==> src/rtl/native_wb_bridge_if.sv <==
// rtl/native_wb_bridge_if.sv - native memory port and Wishbone classic bus interfaces
//
// native_mem_if : core-side valid/ready port.
//   master (core)   drives valid, instr, addr, wdata, wstrb; receives ready, rdata.
//   slave  (bridge) receives the request; drives ready, rdata.
// wb_bus_if     : Wishbone classic single-transfer bus.
//   master (bridge) drives cyc, stb, we, sel, addr, data_out; receives data_in, ack.
//   slave  (memory) receives the cycle; drives data_in, ack.

interface native_mem_if #(
    parameter int ADDR_WIDTH = 32,
    parameter int DATA_WIDTH = 32
);
    localparam int SEL_W = DATA_WIDTH / 8;

    logic                  valid;
    logic                  instr;
    logic [ADDR_WIDTH-1:0] addr;
    logic [DATA_WIDTH-1:0] wdata;
    logic [SEL_W-1:0]      wstrb;
    logic                  ready;
    logic [DATA_WIDTH-1:0] rdata;

    modport master (output valid, instr, addr, wdata, wstrb, input ready, rdata);
    modport slave  (input valid, instr, addr, wdata, wstrb, output ready, rdata);
endinterface

interface wb_bus_if #(
    parameter int ADDR_WIDTH = 32,
    parameter int DATA_WIDTH = 32
);
    localparam int SEL_W = DATA_WIDTH / 8;

    logic                  cyc;
    logic                  stb;
    logic                  we;
    logic [SEL_W-1:0]      sel;
    logic [ADDR_WIDTH-1:0] addr;
    logic [DATA_WIDTH-1:0] data_out;
    logic [DATA_WIDTH-1:0] data_in;
    logic                  ack;

    modport master (output cyc, stb, we, sel, addr, data_out, input data_in, ack);
    modport slave  (input cyc, stb, we, sel, addr, data_out, output data_in, ack);
endinterface

==> src/rtl/native_wb_bridge.sv <==
// rtl/native_wb_bridge.sv - registered native valid/ready to Wishbone classic bridge
//
// One outstanding transaction at a time: IDLE -> BUS -> RESP -> IDLE.
// Hung bus cycles are terminated after TIMEOUT_CYCLES (0 = never) with
// ERR_WORD returned and the sticky bus_err flag set.
//
// Ports:
//   clk      : core clock
//   rst      : asynchronous active-high reset
//   mem      : native memory port (slave side)
//   core     : Wishbone master port (all traffic, or fetches when split)
//   data_mem : Wishbone master port for data traffic (SECOND_MEMORY_EN only)
//   bus_err  : sticky timeout flag
//
// Build option: define SECOND_MEMORY_EN to route mem.instr = 0 traffic to data_mem.

module native_wb_bridge #(
    parameter int          ADDR_WIDTH     = 32,
    parameter int          DATA_WIDTH     = 32,
    parameter int unsigned TIMEOUT_CYCLES = 255,
    parameter logic [31:0] ERR_WORD       = 32'hDEAD_BEEF
) (
    input  logic            clk,
    input  logic            rst,
    native_mem_if.slave     mem,
    wb_bus_if.master        core,
`ifdef SECOND_MEMORY_EN
    wb_bus_if.master        data_mem,
`endif
    output logic            bus_err
);
    localparam int SEL_W = DATA_WIDTH / 8;
    localparam int CNT_W = (TIMEOUT_CYCLES < 2) ? 1 : $clog2(TIMEOUT_CYCLES + 1);
    // Expiry is detected on the edge where the counter would reach TIMEOUT_CYCLES,
    // so cyc stays high for exactly TIMEOUT_CYCLES cycles.
    localparam logic [CNT_W-1:0] CNT_LAST =
        CNT_W'((TIMEOUT_CYCLES == 0) ? 0 : TIMEOUT_CYCLES - 1);
    localparam logic [DATA_WIDTH-1:0] ERR_DATA = DATA_WIDTH'(ERR_WORD);

    typedef enum logic [1:0] {S_IDLE, S_BUS, S_RESP} state_t;

    state_t                state;
    logic [CNT_W-1:0]      cnt;
    logic                  core_cyc_q;
    logic                  we_q;
    logic [SEL_W-1:0]      sel_q;
    logic [ADDR_WIDTH-1:0] addr_q;
    logic [DATA_WIDTH-1:0] wdata_q;
    logic                  ready_q;
    logic [DATA_WIDTH-1:0] rdata_q;
    logic                  err_q;

    logic                  bus_ack;
    logic [DATA_WIDTH-1:0] bus_data_in;

`ifdef SECOND_MEMORY_EN
    logic dm_cyc_q;
    logic use_dm_q;

    // Only the port that owns the current cycle is listened to.
    assign bus_ack     = use_dm_q ? data_mem.ack     : core.ack;
    assign bus_data_in = use_dm_q ? data_mem.data_in : core.data_in;

    assign data_mem.cyc      = dm_cyc_q;
    assign data_mem.stb      = dm_cyc_q;
    assign data_mem.we       = we_q;
    assign data_mem.sel      = sel_q;
    assign data_mem.addr     = addr_q;
    assign data_mem.data_out = wdata_q;
`else
    logic unused_instr;

    assign unused_instr = mem.instr;
    assign bus_ack      = core.ack;
    assign bus_data_in  = core.data_in;
`endif

    always_ff @(posedge clk or posedge rst) begin
        if (rst) begin
            state      <= S_IDLE;
            cnt        <= '0;
            core_cyc_q <= 1'b0;
            we_q       <= 1'b0;
            sel_q      <= '0;
            addr_q     <= '0;
            wdata_q    <= '0;
            ready_q    <= 1'b0;
            rdata_q    <= '0;
            err_q      <= 1'b0;
`ifdef SECOND_MEMORY_EN
            dm_cyc_q   <= 1'b0;
            use_dm_q   <= 1'b0;
`endif
        end else begin
            case (state)
                S_IDLE: begin
                    if (mem.valid) begin
                        addr_q  <= mem.addr;
                        wdata_q <= mem.wdata;
                        we_q    <= |mem.wstrb;
                        sel_q   <= (|mem.wstrb) ? mem.wstrb : '1;
                        cnt     <= '0;
                        state   <= S_BUS;
`ifdef SECOND_MEMORY_EN
                        use_dm_q   <= ~mem.instr;
                        core_cyc_q <= mem.instr;
                        dm_cyc_q   <= ~mem.instr;
`else
                        core_cyc_q <= 1'b1;
`endif
                    end
                end
                S_BUS: begin
                    // ack takes priority over a timeout expiring on the same edge
                    if (bus_ack) begin
                        if (!we_q) begin
                            rdata_q <= bus_data_in;
                        end
                        core_cyc_q <= 1'b0;
`ifdef SECOND_MEMORY_EN
                        dm_cyc_q   <= 1'b0;
`endif
                        ready_q    <= 1'b1;
                        state      <= S_RESP;
                    end else if ((TIMEOUT_CYCLES != 0) && (cnt == CNT_LAST)) begin
                        core_cyc_q <= 1'b0;
`ifdef SECOND_MEMORY_EN
                        dm_cyc_q   <= 1'b0;
`endif
                        rdata_q    <= ERR_DATA;
                        err_q      <= 1'b1;
                        ready_q    <= 1'b1;
                        state      <= S_RESP;
                    end else begin
                        cnt <= cnt + 1'b1;
                    end
                end
                S_RESP: begin
                    ready_q <= 1'b0;
                    state   <= S_IDLE;
                end
                default: state <= S_IDLE;
            endcase
        end
    end

    assign core.cyc      = core_cyc_q;
    assign core.stb      = core_cyc_q;
    assign core.we       = we_q;
    assign core.sel      = sel_q;
    assign core.addr     = addr_q;
    assign core.data_out = wdata_q;

    assign mem.ready = ready_q;
    assign mem.rdata = rdata_q;
    assign bus_err   = err_q;

endmodule

==> src/flat_wrapper.sv <==
// flat-port wrapper written by rule: the top's interface ports become plain ports
module native_wb_bridge_flat 
#(
    parameter int          ADDR_WIDTH     = 32,
    parameter int          DATA_WIDTH     = 32,
    parameter int unsigned TIMEOUT_CYCLES = 255,
    parameter logic [31:0] ERR_WORD       = 32'hDEAD_BEEF
)
  (clk, rst, bus_err, mem_valid, mem_instr, mem_addr, mem_wdata, mem_wstrb, mem_ready, mem_rdata, core_cyc, core_stb, core_we, core_sel, core_addr, core_data_out, core_data_in, core_ack);
  native_mem_if #(.ADDR_WIDTH(ADDR_WIDTH), .DATA_WIDTH(DATA_WIDTH)) mem_i ();
  wb_bus_if #(.ADDR_WIDTH(ADDR_WIDTH), .DATA_WIDTH(DATA_WIDTH)) core_i ();
  input  logic clk;
  input  logic rst;
  output logic bus_err;
  input wire logic [$bits(mem_i.valid)-1:0] mem_valid;
  input wire logic [$bits(mem_i.instr)-1:0] mem_instr;
  input wire logic [$bits(mem_i.addr)-1:0] mem_addr;
  input wire logic [$bits(mem_i.wdata)-1:0] mem_wdata;
  input wire logic [$bits(mem_i.wstrb)-1:0] mem_wstrb;
  output wire logic [$bits(mem_i.ready)-1:0] mem_ready;
  output wire logic [$bits(mem_i.rdata)-1:0] mem_rdata;
  output wire logic [$bits(core_i.cyc)-1:0] core_cyc;
  output wire logic [$bits(core_i.stb)-1:0] core_stb;
  output wire logic [$bits(core_i.we)-1:0] core_we;
  output wire logic [$bits(core_i.sel)-1:0] core_sel;
  output wire logic [$bits(core_i.addr)-1:0] core_addr;
  output wire logic [$bits(core_i.data_out)-1:0] core_data_out;
  input wire logic [$bits(core_i.data_in)-1:0] core_data_in;
  input wire logic [$bits(core_i.ack)-1:0] core_ack;
  assign mem_i.valid = mem_valid;
  assign mem_i.instr = mem_instr;
  assign mem_i.addr = mem_addr;
  assign mem_i.wdata = mem_wdata;
  assign mem_i.wstrb = mem_wstrb;
  assign mem_ready = mem_i.ready;
  assign mem_rdata = mem_i.rdata;
  assign core_cyc = core_i.cyc;
  assign core_stb = core_i.stb;
  assign core_we = core_i.we;
  assign core_sel = core_i.sel;
  assign core_addr = core_i.addr;
  assign core_data_out = core_i.data_out;
  assign core_i.data_in = core_data_in;
  assign core_i.ack = core_ack;
  native_wb_bridge #(.ADDR_WIDTH(ADDR_WIDTH), .DATA_WIDTH(DATA_WIDTH), .TIMEOUT_CYCLES(TIMEOUT_CYCLES), .ERR_WORD(ERR_WORD)) u_core (.clk(clk), .rst(rst), .mem(mem_i), .core(core_i), .bus_err(bus_err));
endmodule
==> config.mk <==
export PLATFORM = sky130hd
export DESIGN_NAME = native_wb_bridge_flat
export DESIGN_NICKNAME = d
export VERILOG_FILES = /design/src/rtl/native_wb_bridge_if.sv /design/src/rtl/native_wb_bridge.sv /design/src/flat_wrapper.sv
export SDC_FILE = /design/constraint.sdc
export NUM_CORES = 1
export LEC_CHECK = 0
export ABC_AREA = 0
export BUFFER_PORTS_ARGS = -buffer_cell sky130_fd_sc_hd__buf_2
export CAP_MARGIN = 5
export CORE_MARGIN = 3
export CORE_UTILIZATION = 40
export CTS_CLUSTER_DIAMETER = 120
export DETAILED_ROUTE_END_ITERATION = 10
export GPL_TIMING_DRIVEN = 0
export PLACE_DENSITY = 0.7
export SLEW_MARGIN = 20
export SYNTH_ARGS = -nofsm -noshare
export SYNTH_HDL_FRONTEND = slang
export SYNTH_SLANG_ARGS = --single-unit
==> constraint.sdc <==
create_clock -name clk -period 7.2 [get_ports clk]
set_input_delay 2.16 -clock clk [delete_from_list [all_inputs] [get_ports clk]]
set_output_delay 2.16 -clock clk [all_outputs]
set_load 0.005 [all_outputs]
Word-level counts from Yosys, hierarchy flattened
Cells that the tools add are included.
Storage, ports and cells
  register bits after elaboration: 114
  bits of input ports: 105
  output and inout bits: 105
  word-level logic and storage cells: 51
Operators by class
  $add $sub $neg: 1
  equality and inequality tests: 8
  multiplexer cells: 19
  bitwise gates (word level): 1
  reductions and logical operators: 12
Operators by type and width (count)
  $mux W32: 3
  $mux W8: 3
  $pmux W8 S2: 1
  $reduce_and A3 Y1: 3
  $add A8 B1 Y8 const B: 1
  $eq A8 B8 Y1 const B: 1
  $ne A2 B2 Y1 const B: 4
  $mux W2: 3
  $reduce_and A2 Y1: 3
  $reduce_bool A2 Y1: 3
  $mux W1: 5
  $mux W4: 1
  $pmux W1 S2: 2
  $pmux W2 S2: 1
  $reduce_and A4 Y1: 1
  $reduce_or A4 Y1: 1
  $ne A3 B2 Y1 const B: 1
  $eq A2 B1 Y1 const B: 1
  $eq A2 B2 Y1 const B: 1
  $logic_not A2 Y1: 1
  $not A1 Y1: 1

Logic depth before layout (Yosys ltp)
Gate-level depths: netlist (run 1).
  word-level depth: 4
  gate-level depth with buffers: 9
  gate-level depth less buffers: 6

Worst setup path after synthesis (run 1)
No wires, ideal clock.
  kind: input port to flip-flop
  start point: in core_ack
  end point: reg u_core.rdata_q[0] (netlist: u_core.mem.rdata[0])
  setup time: 121 ps
  arrival: 3016 ps
  required time: 7079 ps
  slack: 4063 ps
  cell stages on the path: 6
  buffers on the path: 2
  cell sequence: nor2b_1 -> a31o_1 -> and2_4 -> buf_6 -> buf_6 -> o22a_1
On the way
  word-level cells in the longest chain between the ends: 2
  elaborated cells between the ends (all ways): 4
  those cells by class: eq/ne (1); mux (1); reduce/logical (2)
RTL lines
  start, declared: line flat_wrapper.sv:29  | input wire logic [$bits(core_i.ack)-1:0] core_ack;
  $ne A2 B2 Y1 (no line) or $reduce_bool A2 Y1 (tied branches)
  $reduce_and A3 Y1 (no line)
  end signal, assigned: line native_wb_bridge.sv:117  | rdata_q <= bus_data_in;
  end, declared: line native_wb_bridge.sv:50  | logic [DATA_WIDTH-1:0] rdata_q;
Several ways; a longest one is shown, not always the timed one.
A chain may end at the register's enable or synchronous reset.

Worst setup path in the final report (run 1)
  start point: reg u_core.core_cyc_q (netlist: u_core.core.cyc)
  end point: out core_stb
RTL lines
  start, declared: line native_wb_bridge.sv:44  | logic core_cyc_q;
  start signal, assigned: line native_wb_bridge.sv:82  | core_cyc_q <= 1'b0;
  start signal, assigned: line native_wb_bridge.sv:109  | core_cyc_q <= 1'b1;
  start signal, assigned: line native_wb_bridge.sv:119  | core_cyc_q <= 1'b0;
  end, declared: line flat_wrapper.sv:23  | output wire logic [$bits(core_i.stb)-1:0] core_stb;
No word-level cell between the ends.

==> results of run 1 <==
==> routing by layer <==
metal	share of wire (%)	GRT usage, %	wire length, um	vias up
li1	-	-	-	1675
met1	40	21.93	4599	1686
met2	48	28.28	5452	186
met3	11	8.824	1252	12
met4	0.95	5.769	108	0
met5	0	0	0	-
==> power groups by stage <==
| stage | clock network [mW] | registers, mW | logic, mW |
|---|---|---|---|
| finish | 0.817 | 1.11 | 0.948 |
| detailed placement | 0 | 1.12 | 0.965 |
| CTS | 0.836 | 1.11 | 0.970 |
| floorplan | 0 | 1.13 | 0.485 |
| global route | 0.866 | 1.15 | 1.05 |
| global placement | 0 | 1.10 | 0.934 |
==> sequential cells by signal, summed over array words and instances (netlist names), 2 cells and up <==
signal                cells
u_core.core.data_out     32
u_core.state              2
u_core.cnt                8
u_core.core.sel           4
u_core.mem.rdata         32
u_core.core.addr         32
==> Yosys cell counts (2+ instances only) <==
cell type	instances	area, um^2
buf_6	4	45.04
clkbuf_1	6	22.52
nand3_1	5	25.02
a21oi_1	5	25.02
and3_1	2	12.51
nand2_1	13	48.80
o21ai_0	11	55.05
nor2_1	9	33.78
inv_1	9	33.78
o22a_1	24	210.2
nor4_1	2	12.51
ha_1	6	75.07
a22o_1	8	70.07
mux2i_1	3	30.03
nor2b_1	3	18.77
mux2_2	65	732.0
nor3_1	6	30.03
dfrtp_1	114	2853
buf_2	8	40.04
a211oi_1	4	30.03
o211ai_1	3	22.52
a31oi_1	4	25.02
==> critical path, stage by stage (launching register included) <==
cell and delay, ns:
dfrtp_1 0.40, buf_4 0.14, buf_2 0.11
==> worst max path at each step <==
stage / startpoint / end / cells after the start
after floorplan: rst / u_core.bus_err / 1
after global placement: rst / u_core.core.addr[10] / 2
after detailed placement: core_ack / u_core.mem.rdata[4] / 4
after CTS: u_core.core.cyc / core_stb / 2
after global routing: u_core.core.cyc / core_stb / 2
final: u_core.core.cyc / core_stb / 2
==> logic make-up after synthesis <==
kind of cell | share of synthesized area (%)
adder cells (fa/ha/maj) | 1.634
multiplexers | 16.59
flip-flops | 62.11
AO/OA/AOI/OAI | 11.30
buffers and inverters | 3.242
AND/OR/NAND/NOR | 5.122
==> per-stage QoR <==
stage	power, mW	worst slack (ns)
final	2.875	3.983
after floorplan	1.616	2.024
after detailed placement	2.083	3.680
after global routing	3.065	3.928
after CTS	2.919	3.956
after global placement	2.036	0.8807
==> cell type report <==
class	count	area [um^2]	share of cell area (%)
sequential	114	2853	44.44
tap	140	175.2	2.729
clock inverter	12	140.1	2.183
timing repair buffer	209	1069	16.65
clock buffer	20	436.7	6.803
buffer	19	115.1	1.793
multi-input combinational	190	1592	24.80
inverter	9	38.79	0.6043
==> reports/metrics.csv, run 1 <==
stage;metric;value;unit
outcome;status;finished, final reports clean;
logic_synthesis;seq_area_frac_synth;62.11;%
logic_synthesis;ys.flop_type;dfrtp_1;
detailed_routing;routed_wl;11410;um
floorplanning;ios;210;
floorplanning;core_area;0.01103;mm^2
clocking;clock-root-buffer;clkbuf_16;
clocking;htree_levels;4;
floorplanning;rows;38;
logic_synthesis;synth-edff-count;0;
logic_synthesis;synthesis.nets;443;
grt;grt_max_degree;64;
pwr;internal-power;2.014;mW
sta;relSlewSlack;32.49;%
pwr;switching_share;29.92;%
detailed_routing;vias;3559;
final_layout;syn2layout_area_growth;39.74;%
final_layout;fin_area;0.006419;mm^2
hold_path;min_from;u_core.bus_err;
sta;setup_viol;0;
detailed_routing;drt_iter0_drc;202;
sta;period_share;44.69;%
clocking;cts.path.max_buffers;2;
detailed_routing;vias_per_cell;4.992;
worst_setup_path;critical_path_class;register to primary output;
logic_synthesis;synth_cells;332;
clocking;cts_made_buffers;17;
hold_path;worstHoldPathCells;1;
grt;grt_first_pass_wirelength;18000;um
placement;dp_hpwl;8539;um
final_layout;fillers;900;
floorplanning;die_x;113.2;um
clocking;cts_num_sinks;114;
pwr;powerDensity;447.8;mW/mm^2
worst_setup_path;worstPathRequired;5.04;ns
detailed_routing;detail_route.wl_per_cell;16.01;um
worst_setup_path;worstPathArrival;1.06;ns
grt;overflow;0;
clocking;clk-insertion-delay-late;0.40;ns
worst_setup_path;critPathLaunchType;register;
detailed_routing;ant_nets;0;
final_layout;final_common_cell;buf_2;
final_layout;layout_common_cells;buf_2 (216), dfrtp_1 (114), mux2_2 (65), o22a_1 (24), clkbuf_16 (17);
grt;grt_antenna_before_repair;0;
sta;fmax;310.8;MHz
final_layout;n_antenna_cell;0;
final_layout;nets;671;
worst_setup_path;r2r_cells;5;
logic_synthesis;synth_area;0.004593;mm^2
pwr;p_sw;0.8601;mW
logic_synthesis;avgSynthCellArea;13.83;um^2
grt;gr-usage-all-layers;18.03;%
pwr;ir_drop;0.2704;mV
sta;period_minus_slack;3.217;ns
clocking;cts_tree;built;
clocking;cts.hold.buffers_added;0;
final_layout;drive_above_1_share;55.67;%
clocking;cts_resized;0;
placement;port_buffers;208;
sta;worst_slew_pin_slew;1.005;ns
sta;rsz0062_at_grt;false;
placement;routabilityCongestion;0.8974;
floorplanning;start_util;41.64;%
floorplanning;die-height;113.2;um
worst_setup_path;reg2reg_slack;5.09;ns
logic_synthesis;ys_types;40;
sta;hold_viol;0;
clocking;postCtsSetupBuffers;0;
final_layout;finalNonFillerCells;713;
pwr;p_clk_share;28.4;%
clocking;clk_pin_slew;0.05;ns
pwr;p_comb_share;33.0;%
hold_path;worst_hold_path_type;register to register;
sta;fin_setup_tns;0;ns
placement;placed_cells;681;
logic_synthesis;ys_ff_latch;114;
sta;whs;0.4667;ns
placement;placed_area;0.005842;mm^2
sta;finClkSkew;0.006539;ns
worst_setup_path;cp_max_fo;4;
flow_run;maxCapViolations;0;
floorplanning;dieArea;0.01281;mm^2
logic_synthesis;yosysWarnings;0;
worst_setup_path;end_kind;primary output;
grt;grt_pass1_vias;3591;
worst_setup_path;reg2reg_to;u_core.mem.rdata[4];
pwr;leakage;3.112;nW
logic_synthesis;synth_async_sr_flop_share;100.0;%
pwr;power_frac_seq;38.6;%
sta;final_max_slew_viol_count;0;
detailed_routing;drc;0;
detailed_routing;first_pass_iters;4;
worst_setup_path;reg2reg_from;u_core.state[1];
hold_path;worstHoldEndpoint;u_core.bus_err;
final_layout;utilization;58.19;%
(Power assumes the default switching activity.)
==> inputs of run 2 (changes only) <==
--- a/config.mk
+++ b/config.mk
@@ -13,7 +13,7 @@
 export CTS_CLUSTER_DIAMETER = 120
 export DETAILED_ROUTE_END_ITERATION = 10
 export GPL_TIMING_DRIVEN = 0
-export PLACE_DENSITY = 0.7
+export PLACE_DENSITY = 0.73
 export SLEW_MARGIN = 20
 export SYNTH_ARGS = -nofsm -noshare
 export SYNTH_HDL_FRONTEND = slang
==> constraint.sdc (replaced) <==
create_clock -name clk -period 2.6 [get_ports clk]
set_input_delay 0.78 -clock clk [delete_from_list [all_inputs] [get_ports clk]]
set_output_delay 0.78 -clock clk [all_outputs]
set_load 0.005 [all_outputs]
==> reports/metrics.csv, run 2 (synthesis results as in run 1) <==
stage;metric;value;unit;change
detailed_routing;detail_route.wl_per_cell;16.06;um;was 16.01 um
final_layout;nets;673;;was 671
detailed_routing;vias;3599;;was 3559
clocking;postCtsSetupBuffers;0;;unchanged
placement;placed_area;0.005878;mm^2;was 0.005842 mm^2
pwr;leakage;3.148;nW;was 3.112 nW
final_layout;n_antenna_cell;0;;unchanged
final_layout;area.sequential;0.002853;mm^2;unchanged
sta;period_share;76.37;%;
detailed_routing;met2_length;5607;um;was 5452 um
sta;fin_setup_tns;0;ns;unchanged
grt;grt_first_pass_wirelength;18700;um;was 18000 um
placement;dp_hpwl;8662;um;was 8539 um
floorplanning;ios;210;;unchanged
floorplanning;start_util;41.64;%;unchanged
sta;relSlewSlack;55.16;%;was 32.49%
worst_setup_path;reg2reg_slack;0.61;ns;was 5.09 ns
sta;final_max_slew_viol_count;0;;unchanged
worst_setup_path;critPathLaunchType;register;;unchanged
sta;period_minus_slack;1.986;ns;
detailed_routing;ant_nets;0;;unchanged
clocking;cts_made_buffers;17;;unchanged
clocking;cts_resized;0;;unchanged
pwr;ir_drop;0.7065;mV;was 0.2704 mV
final_layout;multi_input_area;0.001597;mm^2;was 0.001592 mm^2
clocking;clk_pin_slew;0.05;ns;about the same
placement;routabilityCongestion;0.9050;;was 0.8974
worst_setup_path;end_kind;register;;was primary output
worst_setup_path;worstPathArrival;2.27;ns;was 1.06 ns
sta;finClkSkew;0.007056;ns;was 0.006539 ns
detailed_routing;vias_per_cell;5.034;;was 4.992
floorplanning;core_area;0.01103;mm^2;unchanged
grt;grt_antenna_before_repair;0;;unchanged
detailed_routing;dr_wl_met3;995;um;was 1252 um
final_layout;layout_common_cells;buf_2 (216), dfrtp_1 (114), mux2_2 (65), o22a_1 (24), clkbuf_16 (17);;unchanged
worst_setup_path;worstPathRequired;2.88;ns;was 5.04 ns
floorplanning;die-height;113.2;um;unchanged
worst_setup_path;cp_max_fo;10;;was 4
final_layout;fin_area;0.006502;mm^2;was 0.006419 mm^2
clocking;clk-insertion-delay-late;0.40;ns;about the same
clocking;clock-root-buffer;clkbuf_16;;unchanged
final_layout;syn2layout_area_growth;41.57;%;was 39.74%
final_layout;final_common_cell;buf_2;;unchanged
final_layout;fillers;922;;was 900
grt;grt_max_degree;35;;was 64
sta;setup_viol;0;;unchanged
sta;whs;0.4389;ns;was 0.4667 ns
sta;worst_slew_pin_slew;0.6689;ns;was 1.005 ns
floorplanning;rows;38;;unchanged
hold_path;worst_hold_path_type;primary input to async pin;;was register to register
clocking;htree_levels;4;;unchanged
sta;hold_viol;0;;unchanged
placement;port_buffers;208;;unchanged
pwr;powerDensity;1254;mW/mm^2;was 447.8 mW/mm^2
clocking;cts_tree;built;;unchanged
sta;timing.final.ws_setup;0.6144;ns;was 3.983 ns
final_layout;drive_above_1_share;56.00;%;was 55.67%
detailed_routing;drt_iter0_drc;203;;was 202
pwr;power;8.154;mW;was 2.875 mW
final_layout;utilization;58.95;%;was 58.19%
sta;fmax;503.6;MHz;
clocking;cts.path.max_buffers;2;;unchanged
grt;overflow;0;;unchanged
flow_run;maxCapViolations;0;;unchanged
detailed_routing;drc;0;;unchanged
detailed_routing;routed_wl;11490;um;was 11410 um
detailed_routing;first_pass_iters;4;;unchanged
outcome;status;finished, final reports clean;;unchanged
detailed_routing;wl_met1;4709;um;was 4599 um
clocking;cts_num_sinks;114;;unchanged
grt;gr-usage-all-layers;18.44;%;was 18.03%
final_layout;finalNonFillerCells;715;;was 713
placement;placed_cells;683;;was 681
sta;rsz0062_at_grt;false;;unchanged
grt;grt_pass1_vias;3854;;was 3591
floorplanning;die_x;113.2;um;unchanged
worst_setup_path;critical_path_class;register to register;;was register to primary output
floorplanning;dieArea;0.01281;mm^2;unchanged
placement;preCtsSetupSlack;0.5159;ns;was 3.680 ns
detailed_routing;top_layer_used;met4;;unchanged
clocking;cts.hold.buffers_added;0;;unchanged
## run 2: worst paths after layout
kind / cells after the start / from / end
min: 2 / rst / u_core.core.addr[14]
min reg2reg: 1 / u_core.bus_err / u_core.bus_err
max in group asynchronous: 4 / rst / u_core.cnt[0]
min in group clk: 1 / u_core.bus_err / u_core.bus_err
max reg2reg: 7 / u_core.state[0] / u_core.core.addr[19]
max: 7 / u_core.state[0] / u_core.core.addr[19]
## run 2: area by class of cell
cell class	instances	area share, %
Tap cell	140	2.694
Clock inverter	12	2.886
Multi-Input combinational cell	190	24.55
Sequential cell	114	43.87
Clock buffer	20	6.715
Buffer	19	1.770
Timing Repair Buffer	211	16.93
Inverter	9	0.5773
## run 2: worst max-delay path: stages, from the launching register on
cell and delay (ns):
dfrtp_1 0.37, inv_1 0.09, ha_1 0.20, clkbuf_1 0.19
nand2_1 0.12, buf_2 0.23, buf_2 0.29, mux2_2 0.37
## run 2: power breakdown
part	internal (mW)	switching, mW
sequential	2.63	0.444
combinational	1.47	1.17
clock	1.69	0.758
## run 2: layer usage
layer	global-route usage, %	vias to the layer above
met5	0	-
met3	5.936	18
li1	-	1675
met4	7.933	0
met2	29.98	175
met1	22.61	1731
